--- src/rtl/pulse_blinker_pkg.sv ---
// Shared definitions for the board I/O helpers: the LED pulse blinker and the button debouncer.
package pulse_blinker_pkg;

  typedef enum logic [1:0] {
    IDLE = 2'd0,
    ON   = 2'd1,
    OFF  = 2'd2
  } blink_state_e;

  localparam int CLK_HZ            = 100_000_000;
  localparam int BLINK_ON_DEFAULT  = CLK_HZ / 4;   // 250 ms
  localparam int BLINK_OFF_DEFAULT = CLK_HZ / 4;   // 250 ms
  localparam int TIMER_LIMIT       = CLK_HZ / 100; // debouncer settle window, 10 ms

  function automatic int max2(input int a, input int b);
    return (a > b) ? a : b;
  endfunction

endpackage

--- src/rtl/pulse_blinker_if.sv ---
// Event-in / LED-out bundle between the event logic (master) and the blinker (slave).
interface pulse_blinker_if #(
  parameter int PEND_W = 4
) ();
  logic              pulse_in;
  logic              clear;
  logic              led_out;
  logic              busy;
  logic [PEND_W-1:0] pending;
  logic              overflow;

  modport master (output pulse_in, clear, input led_out, busy, pending, overflow);
  modport slave  (input pulse_in, clear, output led_out, busy, pending, overflow);
endinterface

--- src/rtl/pulse_blinker_blink_timer.sv ---
// Phase timer: up-counter with synchronous restart and a terminal-count flag at a
// caller-selected last value, so one counter serves both the ON and OFF phases.
module blink_timer #(
  parameter int W = 8
) (
  input  logic         clk,
  input  logic         rst_n,
  input  logic         clr,
  input  logic         en,
  input  logic [W-1:0] last,
  output logic         tc
);
  logic [W-1:0] count;

  always_ff @(posedge clk or negedge rst_n) begin
    if (!rst_n)   count <= '0;
    else if (clr) count <= '0;
    else if (en)  count <= count + 1'b1;
  end

  assign tc = (count == last);
endmodule

--- src/rtl/pulse_blinker.sv ---
// Turns single-cycle event strobes into visible LED blinks; events that arrive while a
// blink is running are counted and replayed, up to 2^PEND_W-1 of them.
module pulse_blinker
  import pulse_blinker_pkg::*;
#(
  parameter int ON_CYCLES  = BLINK_ON_DEFAULT,
  parameter int OFF_CYCLES = BLINK_OFF_DEFAULT,
  parameter int PEND_W     = 4
) (
  input logic           clk,
  input logic           rst_n,
  pulse_blinker_if.slave bus
);
  localparam int TW = $clog2(max2(ON_CYCLES, OFF_CYCLES) + 1);
  localparam logic [TW-1:0]     ON_LAST  = TW'(ON_CYCLES - 1);
  localparam logic [TW-1:0]     OFF_LAST = TW'(OFF_CYCLES - 1);
  localparam logic [PEND_W-1:0] PEND_MAX = '1;

  blink_state_e      state;
  logic              led_q, busy_q, ovf_q;
  logic [PEND_W-1:0] pend_q;

  logic          t_clr, t_en, t_tc;
  logic [TW-1:0] t_last;
  logic          off_done, replay, inc, dec;

  // Timer sits at 0 while idle and restarts on every phase boundary.
  assign t_last = (state == ON) ? ON_LAST : OFF_LAST;
  assign t_clr  = bus.clear || (state == IDLE) || t_tc;
  assign t_en   = (state != IDLE);

  blink_timer #(.W(TW)) u_timer (
    .clk   (clk),
    .rst_n (rst_n),
    .clr   (t_clr),
    .en    (t_en),
    .last  (t_last),
    .tc    (t_tc)
  );

  assign off_done = (state == OFF) && t_tc;
  assign replay   = off_done && ((pend_q != '0) || bus.pulse_in);
  assign dec      = off_done && (pend_q != '0);
  // A pulse landing on the last OFF cycle with nothing queued starts the next blink directly.
  assign inc      = bus.pulse_in && (state != IDLE) && !(off_done && (pend_q == '0));

  always_ff @(posedge clk or negedge rst_n) begin
    if (!rst_n) begin
      state  <= IDLE;
      led_q  <= 1'b0;
      busy_q <= 1'b0;
      pend_q <= '0;
      ovf_q  <= 1'b0;
    end else if (bus.clear) begin
      state  <= IDLE;
      led_q  <= 1'b0;
      busy_q <= 1'b0;
      pend_q <= '0;
      ovf_q  <= 1'b0;
    end else begin
      case (state)
        IDLE: if (bus.pulse_in) begin
          state  <= ON;
          led_q  <= 1'b1;
          busy_q <= 1'b1;
        end
        ON: if (t_tc) begin
          state <= OFF;
          led_q <= 1'b0;
        end
        OFF: if (t_tc) begin
          if (replay) begin
            state <= ON;
            led_q <= 1'b1;
          end else begin
            state  <= IDLE;
            busy_q <= 1'b0;
          end
        end
        default: begin
          state  <= IDLE;
          led_q  <= 1'b0;
          busy_q <= 1'b0;
        end
      endcase

      if (inc && !dec) begin
        if (pend_q == PEND_MAX) ovf_q  <= 1'b1;
        else                    pend_q <= pend_q + 1'b1;
      end else if (!inc && dec) begin
        pend_q <= pend_q - 1'b1;
      end
    end
  end

  assign bus.led_out  = led_q;
  assign bus.busy     = busy_q;
  assign bus.pending  = pend_q;
  assign bus.overflow = ovf_q;
endmodule
--- src/flat_wrapper.sv ---
// flat-port wrapper written by rule: the top's interface ports become plain ports
module pulse_blinker_flat import pulse_blinker_pkg::*;
#(
  parameter int ON_CYCLES  = BLINK_ON_DEFAULT,
  parameter int OFF_CYCLES = BLINK_OFF_DEFAULT,
  parameter int PEND_W     = 4
)
  (clk, rst_n, bus_pulse_in, bus_clear, bus_led_out, bus_busy, bus_pending, bus_overflow);
  pulse_blinker_if #(.PEND_W(PEND_W)) bus_i ();
  input logic clk;
  input logic rst_n;
  input wire logic [$bits(bus_i.pulse_in)-1:0] bus_pulse_in;
  input wire logic [$bits(bus_i.clear)-1:0] bus_clear;
  output wire logic [$bits(bus_i.led_out)-1:0] bus_led_out;
  output wire logic [$bits(bus_i.busy)-1:0] bus_busy;
  output wire logic [$bits(bus_i.pending)-1:0] bus_pending;
  output wire logic [$bits(bus_i.overflow)-1:0] bus_overflow;
  assign bus_i.pulse_in = bus_pulse_in;
  assign bus_i.clear = bus_clear;
  assign bus_led_out = bus_i.led_out;
  assign bus_busy = bus_i.busy;
  assign bus_pending = bus_i.pending;
  assign bus_overflow = bus_i.overflow;
  pulse_blinker #(.ON_CYCLES(ON_CYCLES), .OFF_CYCLES(OFF_CYCLES), .PEND_W(PEND_W)) u_core (.clk(clk), .rst_n(rst_n), .bus(bus_i));
endmodule
--- config.mk ---
export PLATFORM = sky130hd
export DESIGN_NAME = pulse_blinker_flat
export DESIGN_NICKNAME = d
export VERILOG_FILES = /design/src/rtl/pulse_blinker_pkg.sv /design/src/rtl/pulse_blinker_if.sv /design/src/rtl/pulse_blinker_blink_timer.sv /design/src/rtl/pulse_blinker.sv /design/src/flat_wrapper.sv
export SDC_FILE = /design/constraint.sdc
export NUM_CORES = 1
export LEC_CHECK = 0
export CAP_MARGIN = 20
export CORE_MARGIN = 5
export CORE_UTILIZATION = 49
export DETAILED_ROUTE_END_ITERATION = 8
export PLACE_DENSITY = 0.64
export SLEW_MARGIN = 20
export SYNTH_ARGS = -nofsm -noshare
export SYNTH_HDL_FRONTEND = slang
export SYNTH_HIERARCHICAL = 1
export SYNTH_SLANG_ARGS = --single-unit
--- constraint.sdc ---
create_clock -name clk -period 3 [get_ports clk]
set_input_delay 0.3 -clock clk [delete_from_list [all_inputs] [get_ports clk]]
set_output_delay 0.3 -clock clk [all_outputs]
set_load 0.02 [all_outputs]
# == Word level (Yosys, flattened, before mapping) ==
# Index checks and enable logic that the tools add are counted.
# totals
regBits,34
latch_bits,0
ram_bits,0
romBits,0
out_inout_bits,7
n_memories,0
# op_classes
n_addsub,3
mul,0
div_mod_pow,0
n_lt_le_gt_ge,0
eq_ne,11
shift,0
mux,25
bitwise,0
reduce_logical,27
# op_table
op,count
$mux 25,2
$add 25x1->25 const B,1
$eq 25x25->1 const B,1
$mux 4,4
$mux 1,12
$ne 3x2->1 const B,3
$ne 3x3->1 const B,3
$logic_and 1x1->1,8
$mux 2,4
$reduce_and 4->1,2
$reduce_bool 2->1,4
$pmux 1 s3,2
$pmux 2 s3,1
$add 4x1->4 const B,1
$eq 4x4->1 const B,1
$logic_not 4->1,1
$reduce_and 2->1,2
$reduce_bool 4->1,1
$sub 4x1->4 const B,1
$logic_not 1->1,3
$logic_or 1x1->1,3
$reduce_and 3->1,1
$reduce_bool 3->1,1
$eq 2x1->1 const B,1
other kinds (3),3

# == Longest topological paths before layout ==
# Gate-level depths: netlist of the first run.
# logic_depth
ltp_word,10
ltp_mapped,15
ltp_nobuf,12

# == Hierarchy ==
# Netlist of the first run, hierarchy kept.
# by_module_without_submodules
module,instances,cells_each,area_each_um2
blink_timer,1,170,1596.5
pulse_blinker,1,71,650.6

# == Least setup slack after synthesis of the first run ==
# Ideal clock, no wire load.
# synth_path
path_kind,reg2reg
startpoint,register u_core.u_timer.count[6]
endpoint,register u_core.pend_q[3] (netlist: u_core/bus.pending[3])
setup_time_ps,122
arrival_ps,2643
required_time_ps,2878
path_slack_ps,235
stages_incl_launch_ff,16
path_cell_list,dfrtp_1 > clkbuf_2 > xor2_1 > nor4_1 > nand4_1 > nor4_1 > buf_2 > nand2b_4 > a21bo_1 > buf_6 > ha_1 > o21ai_0 > nand2b_1 > mux2_4 > a21boi_1 > o2bb2ai_1
# synth_via
elab_chain_cells,9
elab_cells_between_ends,15
cone_classes,eq/ne: 2; mux: 2; reduce/logical: 11
# synth_rtl
element,line,text
start: declaration,pulse_blinker_blink_timer.sv:13,logic [W-1:0] count;
start signal: assignment,pulse_blinker_blink_timer.sv:18,else if (en) count <= count + 1'b1;
$eq 25x25->1 *,pulse_blinker_blink_timer.sv:21,assign tc = (count == last);
named net u_core.t_tc,pulse_blinker.sv:23,"logic t_clr, t_en, t_tc;"
$logic_and 1x1->1 *,pulse_blinker.sv:41,assign off_done = (state == OFF) && t_tc;
$logic_and 1x1->1,pulse_blinker.sv:45,assign inc = bus.pulse_in && (state != IDLE) && !(off_done && (pend_q == '0));
$logic_not 1->1,pulse_blinker.sv:45,
$logic_and 1x1->1,pulse_blinker.sv:45,
$logic_not 1->1,pulse_blinker.sv:90,end else if (!inc && dec) begin
$logic_and 1x1->1,pulse_blinker.sv:90,
$reduce_bool 3->1 (no source line),n/a,
$reduce_and 2->1 (no source line),n/a,
end signal: assignment,pulse_blinker.sv:89,else pend_q <= pend_q + 1'b1;
end signal: assignment,pulse_blinker.sv:91,pend_q <= pend_q - 1'b1;
end: declaration,pulse_blinker.sv:21,logic [PEND_W-1:0] pend_q;
# The timed path passes the listed nets; every way through them passes the cells marked *.
# A chain may end at the register's enable or synchronous reset.

# == Worst setup path after layout of the first run ==
# layout_path
startpoint,register u_core.u_timer.count[17]
endpoint,register u_core.pend_q[3] (netlist: u_core/bus.pending[3])
# Same word-level chain as after synthesis.

==> flow_summary.yaml, run 1 <==
outcome:
  status: "finished clean"
logic_synthesis:
  synth_mux_area_share_pct: 3.29
  ys.flop_type: "dfrtp_1"
  synth_area_mm2: 0.00225
  synthCells: 241
  yosys_warnings: 6
  synth_xor_area_share_pct: 16.0
  synth-seq-cells: 34
  synth.avg_cell_area_um2: 9.32
  synth_compound_area_share_pct: 11.6
  ys_top_cells_by_count: "34 x dfrtp_1, 30 x nor2_1, 22 x xnor2_1"
  synthArstFlopShare_pct: 100
  yosysMostFrequentCell: "dfrtp_1"
  yosysUniqueCellTypes: 52
  synth.area.top_cells: "dfrtp_1 38%, xnor2_1 8.6%, xor2_1 7.4%"
  synth_edf_count: 0
  synthAdderAreaFrac_pct: 1.67
  yosys.area_share.simple_pct: 24.1
  synth_top_area_share_pct: 37.9
  synth_top_family_by_area: "simple AND/OR/NAND/NOR gates"
  yosysTopAreaCell: "dfrtp_1"
  yosysSeqAreaShare_pct: 37.9
global_route:
  grt_pass1_wl_mm: 8.49
  grt_overflow: 0
  antenna_found_initial: 0
  track_usage_pct: 17.5
  grt_max_degree: 35
  grt_pass1_vias: 1823
placement:
  placed_area_mm2: 0.00251
  gp_congestion: 0.780
  portBuffers: 10
  hpwl_mm: 3.46
critical_path:
  r2r_cells: 13
  critical_path_class: "reg -> reg"
  r2r_slack_ns: 0.26
  endpoint_kind: "register"
  required_ns: 3.21
  r2r_start: "u_core/u_timer/count[17]$_DFFE_PN0P_"
  worst-path-max-fanout: 5
  worstPathArrival_ns: 2.95
  reg2reg_to: "u_core/bus.pending[3]$_DFFE_PN0P_"
  critPathLaunchType: "register"
clock_network:
  clockBufferDepth: 2
  htree_levels: 2
  cts_buffers: 5
  cts_hold_buf: 0
  cts_tree: "done"
  clk_latency_ns: 0.28
  cts.sinks: 34
  root_buffer: "clkbuf_8"
  clk_pin_slew_ns: 0.07
pwr:
  ir_worst_vdd_uv: 348
  power_density_mw_per_mm2: 420
  p_leak_uw: 0.00110
final_layout:
  antenna_cells: 0
  final_area_mm2: 0.00261
  fillers: 392
  fin_nets: 288
  syn_to_final_growth_pct: 16.0
  post_route_cells_drive_above_1_share_pct: 13.5
routing:
  drt-wirelength-per-cell_um: 14.3
  remaining_drc_errors: 0
  drtAntennaViolNets: 0
  avgViaCountPerCell: 5.41
  dr.pass1.iters: 4
  drt_iter0_drc: 101
  drt-total-wl_mm: 4.76
  vias: 1802
sta:
  slew_viol_final: 0
  finalCriticalPeriod_ns: 2.74
  clock_skew_ns: 0.00224
  finalSetupTns_ns: 0
  finalSetupViolCount: 0
  finalCritPeriodShare_pct: 91.3
  final-hold-violation-count: 0
  relSlewSlack_pct: 50.0
  rsz0062_at_grt: "no"
  whs_ns: 0.0785
  tightest_slew_ns: 0.750
  fmax_ghz: 0.365
floorplanning:
  die_h_um: 77.7
  rows: 24
  die_w_um: 77.7
  die_area_mm2: 0.00604
  ios: 11
  core_mm2: 0.00441
  start_util_pct: 50.9
hold_path:
  hold_class: "in -> async"
flow_run:
  cap_violations: 0
==> report_power, final <==
group	leakage (uW)	internal, uW	total, uW	switching [uW]
registers	0.000465	480	515	34.6
logic	0.000596	127	265	138
clock network	0.0000438	155	317	161
==> registers in the layout, indices dropped and copies added (netlist names) <==
signal / cells
u_core/bus.busy: 1
u_core/bus.led_out: 1
u_core/bus.pending: 4
u_core/bus.overflow: 1
u_core/u_timer/count: 25
u_core/state: 2
==> logic make-up after synthesis <==
logic type | after synthesis
mux | 5
flops | 34
fa+ha+maj | 3
xor+xnor | 41
buf+inv | 24
other cells | 2
simple gates | 94
compound gates | 38
==> worst max path at each step <==
stage / to / cells after the start / slack (ns) / start
final: u_core/bus.pending[3]$_DFFE_PN0P_ / 13 / 0.26 / u_core/u_timer/count[17]$_DFFE_PN0P_
after global routing: u_core/bus.pending[3]$_DFFE_PN0P_ / 13 / 0.03 / u_core/u_timer/count[8]$_DFFE_PN0P_
after CTS: u_core/bus.pending[3]$_DFFE_PN0P_ / 13 / 0.01 / u_core/u_timer/count[8]$_DFFE_PN0P_
after detailed placement: u_core/bus.pending[3]$_DFFE_PN0P_ / 13 / 0.05 / u_core/u_timer/count[8]$_DFFE_PN0P_
after global placement: u_core/bus.pending[3]$_DFFE_PN0P_ / 13 / 0.19 / u_core/u_timer/count[17]$_DFFE_PN0P_
after floorplan: u_core/bus.pending[3]$_DFFE_PN0P_ / 15 / 0.24 / u_core/u_timer/count[6]$_DFFE_PN0P_
==> cell usage in the layout (no fill, tap or decap), types with 5 or more instances in the layout <==
cell type	count
a21oi_1	12
buf_4	13
clkbuf_8	5
clkdlybuf4s50_1	9
conb_1	25
dfrtp_1	33
inv_1	11
nand2_1	9
nand3_1	8
nand4_1	10
nor2_1	30
nor3_1	5
nor4_1	5
o21ai_0	6
o31ai_1	5
or4_1	6
xnor2_1	22
xor2_1	19
==> critical path, cell delays in order, from the launching register on <==
cell	delay, ns
dfrtp_1	0.39
xor2_1	0.16
nor4_1	0.28
nand4_1	0.15
nor4_2	0.18
buf_4	0.17
nand2b_4	0.12
a21bo_2	0.20
ha_1	0.28
o21ai_0	0.09
nand2b_1	0.07
mux2_4	0.26
nor3_1	0.14
o2bb2ai_1	0.14
==> metal layers <==
metal	GRT usage (%)	vias to the layer above	routed length, um
li1	-	904	-
met1	22.8	873	2270
met2	28.0	19	2300
met3	4.40	6	123
met4	6.19	0	72
met5	0	-	0
==> layout make-up <==
class | instances | area (um^2) | share of cell area (%)
inverter | 11 | 41.3 | 1.58
sequential | 34 | 852 | 32.7
multi-input combinational | 206 | 1380 | 52.8
clock buffer | 5 | 68.8 | 2.64
clock inverter | 2 | 10.0 | 0.384
timing repair buffer | 23 | 193 | 7.39
tap | 52 | 65.1 | 2.50
==> stage by stage <==
stage	total power [uW]	utilization, %	std cells	setup WS, ns
floorplan	697	-	264	0.235
global placement	785	56.8	325	0.188
detailed placement	787	56.8	325	0.0482
CTS	1110	58.6	332	0.00994
global route	1170	59.1	333	0.0311
finish	1100	59.1	333	0.260
==> what timing repair did <==
item | 4_1_cts | 5_1_grt
endpoints found under the setup margin | 0 | 8
gates resized for setup | 0 | 4
buffers inserted | 0 | 1
Note: power is estimated with default switching activity, not from simulation.
==> inputs of run 2 (changes only) <==
--- a/config.mk
+++ b/config.mk
@@ -6,6 +6,7 @@
 export NUM_CORES = 1
 export LEC_CHECK = 0
 export CAP_MARGIN = 20
+export CORE_ASPECT_RATIO = 0.5
 export CORE_MARGIN = 5
 export CORE_UTILIZATION = 49
 export DETAILED_ROUTE_END_ITERATION = 8
==> flow_summary.yaml, run 2 (same netlist as run 1, synthesis figures left out) <==
outcome:
  status: "finished clean"
global_route:
  grt_max_degree: 35
  track_usage_pct: 16.4
  grt_pass1_wl_mm: 8.05
  antenna_found_initial: 0
  grt_overflow: 0
  grt_pass1_vias: 1776
clock_network:
  cts.sinks: 34
  cts_tree: "done"
  clk_pin_slew_ns: 0.08
  cts_buffers: 5
  clk_latency_ns: 0.29
  htree_levels: 2
  clockBufferDepth: 2
  root_buffer: "clkbuf_8"
critical_path:
  critical_path_class: "reg -> reg"
  worst-path-max-fanout: 7
  slowest_stage: "dfrtp_1"
  worstPathArrival_ns: 3.01
  required_ns: 3.18
  path_delay_family: "simple AND/OR/NAND/NOR gates"
  endpoint_kind: "register"
  crit_buf_inv: 1
  crit_chain: "xor2_1, nor4_1, nand4_1, nor4_2, buf_4, nand2b_4, a21bo_2, ha_1, o21ai_0, nand2b_1, mux2_4, a21boi_1, o2bb2ai_1"
  critPathLaunchType: "register"
  max_stage_delay_ns: 0.42
final_layout:
  final_cell_mix: "32 x dfrtp_1, 30 x nor2_1, 25 x conb_1"
  final_area_mm2: 0.00267
  fin_nets: 292
  finish.utilization_pct: 60.3
  syn_to_final_growth_pct: 18.8
  final_common_cell: "dfrtp_1"
  post_route_cells_drive_above_1_share_pct: 15.0
  largest_register_ff_count: 25
  regMostFlops: "u_core/u_timer/count"
  antenna_cells: 0
placement:
  hpwl_mm: 3.39
  placed_area_mm2: 0.00253
  gp_congestion: 0.852
  portBuffers: 10
pwr:
  power_density_mw_per_mm2: 426
  p_leak_uw: 0.00113
  p_sw_uw: 342
  fin_total_pwr_uw: 1140
  clockPowerShare_pct: 31.3
  ir_worst_vdd_uv: 323
  p_sw_share_pct: 30.1
  combPwrFrac_pct: 23.5
  pwr-share-seq_pct: 45.2
  p_int_uw: 794
flow_run:
  cap_violations: 0
sta:
  finalSetupTns_ns: 0
  finalSetupViolCount: 0
  fmax_ghz: 0.353
  final-hold-violation-count: 0
  clock_skew_ns: 0.0103
  slew_viol_final: 0
  finalCriticalPeriod_ns: 2.83
  finalCritPeriodShare_pct: 94.4
floorplanning:
  rows: 17
  ios: 11
  core_mm2: 0.00442
  die_area_mm2: 0.00612
  die_w_um: 106
  start_util_pct: 50.8
  die_h_um: 57.9
routing:
  remaining_drc_errors: 0
  vias: 1834
  drtAntennaViolNets: 0
  drt_iter0_drc: 113
  dr.pass1.iters: 4
  drt-total-wl_mm: 4.66
  avgViaCountPerCell: 5.35
  drt-wirelength-per-cell_um: 13.6
hold_path:
  hold_class: "in -> async"
run 2: through the flow:
stage / hold WS [ns] / instances / setup WS, ns
floorplan: 0.00441 / 264 / 0.235
global placement: 0.510 / 331 / 0.186
detailed placement: 0.519 / 331 / 0.120
CTS: 0.448 / 339 / 0.102
global route: 0.479 / 343 / -0.000519
finish: 0.418 / 343 / 0.167
run 2: worst paths after layout:
| check | depth (start not counted) | end | start | slack, ns |
|---|---|---|---|---|
| worst min-delay path | 2 | u_core/u_timer/count[23]$_DFFE_PN0P_ | rst_n | 0.42 |
| worst min register to register | 2 | u_core/bus.overflow$_DFFE_PN0P_ | u_core/bus.overflow$_DFFE_PN0P_ | 0.52 |
| worst max-delay path | 13 | u_core/bus.pending[3]$_DFFE_PN0P_ | u_core/u_timer/count[18]$_DFFE_PN0P_ | 0.17 |
| worst max register to register | 13 | u_core/bus.pending[3]$_DFFE_PN0P_ | u_core/u_timer/count[18]$_DFFE_PN0P_ | 0.17 |
| max in group asynchronous | 2 | u_core/u_timer/count[20]$_DFFE_PN0P_ | rst_n | 2.22 |
| min in group clk | 2 | u_core/bus.overflow$_DFFE_PN0P_ | u_core/bus.overflow$_DFFE_PN0P_ | 0.52 |
run 2: timing repair:
item                       CTS  global route
buffers inserted             0             4
gates resized for setup      0             6
hold buffers                 0             0
setup endpoints to repair    0             9
run 2: layout make-up:
class | count | area, um^2
Clock buffer | 7 | 86.3
Fill cell | 410 | 1760
Sequential cell | 34 | 853
Clock inverter | 1 | 5.00
Inverter | 11 | 41.3
Multi-Input combinational cell | 206 | 1380
Timing Repair Buffer | 27 | 228
Tap cell | 57 | 71.3
run 2: layer usage:
layer,track usage [%],vias to the layer above,part of all wire [%]
met2,26.4,44,45
li1,-,915,-
met3,3.78,7,3.8
met5,0,-,0
met4,5.54,0,0.92
met1,22.2,868,50
run 2: worst register-to-register path, cell delays in order, from the launching register on:
cell	delay [ns]
dfrtp_1	0.42
xor2_1	0.11
nor4_1	0.29
nand4_1	0.15
nor4_2	0.29
buf_4	0.19
nand2b_4	0.14
a21bo_2	0.20
ha_1	0.28
o21ai_0	0.09
nand2b_1	0.08
mux2_4	0.26
a21boi_1	0.15
o2bb2ai_1	0.08
run 2: power groups by stage:
stage	logic [uW]	clock network [uW]	registers, uW
CTS	267	367	513
detailed placement	265	0	520
floorplan	158	0	539
global route	290	393	518
global placement	261	0	522
finish	267	356	514
==> inputs of run 3 (changes only) <==
--- a/config.mk
+++ b/config.mk
@@ -9,6 +9,7 @@
 export CORE_ASPECT_RATIO = 0.5
 export CORE_MARGIN = 5
 export CORE_UTILIZATION = 49
+export CTS_CLUSTER_SIZE = 40
 export DETAILED_ROUTE_END_ITERATION = 8
 export PLACE_DENSITY = 0.64
 export SLEW_MARGIN = 20
==> results of run 3 <==
Same layout as run 2: the final DEF is identical, and so are final timing and power.
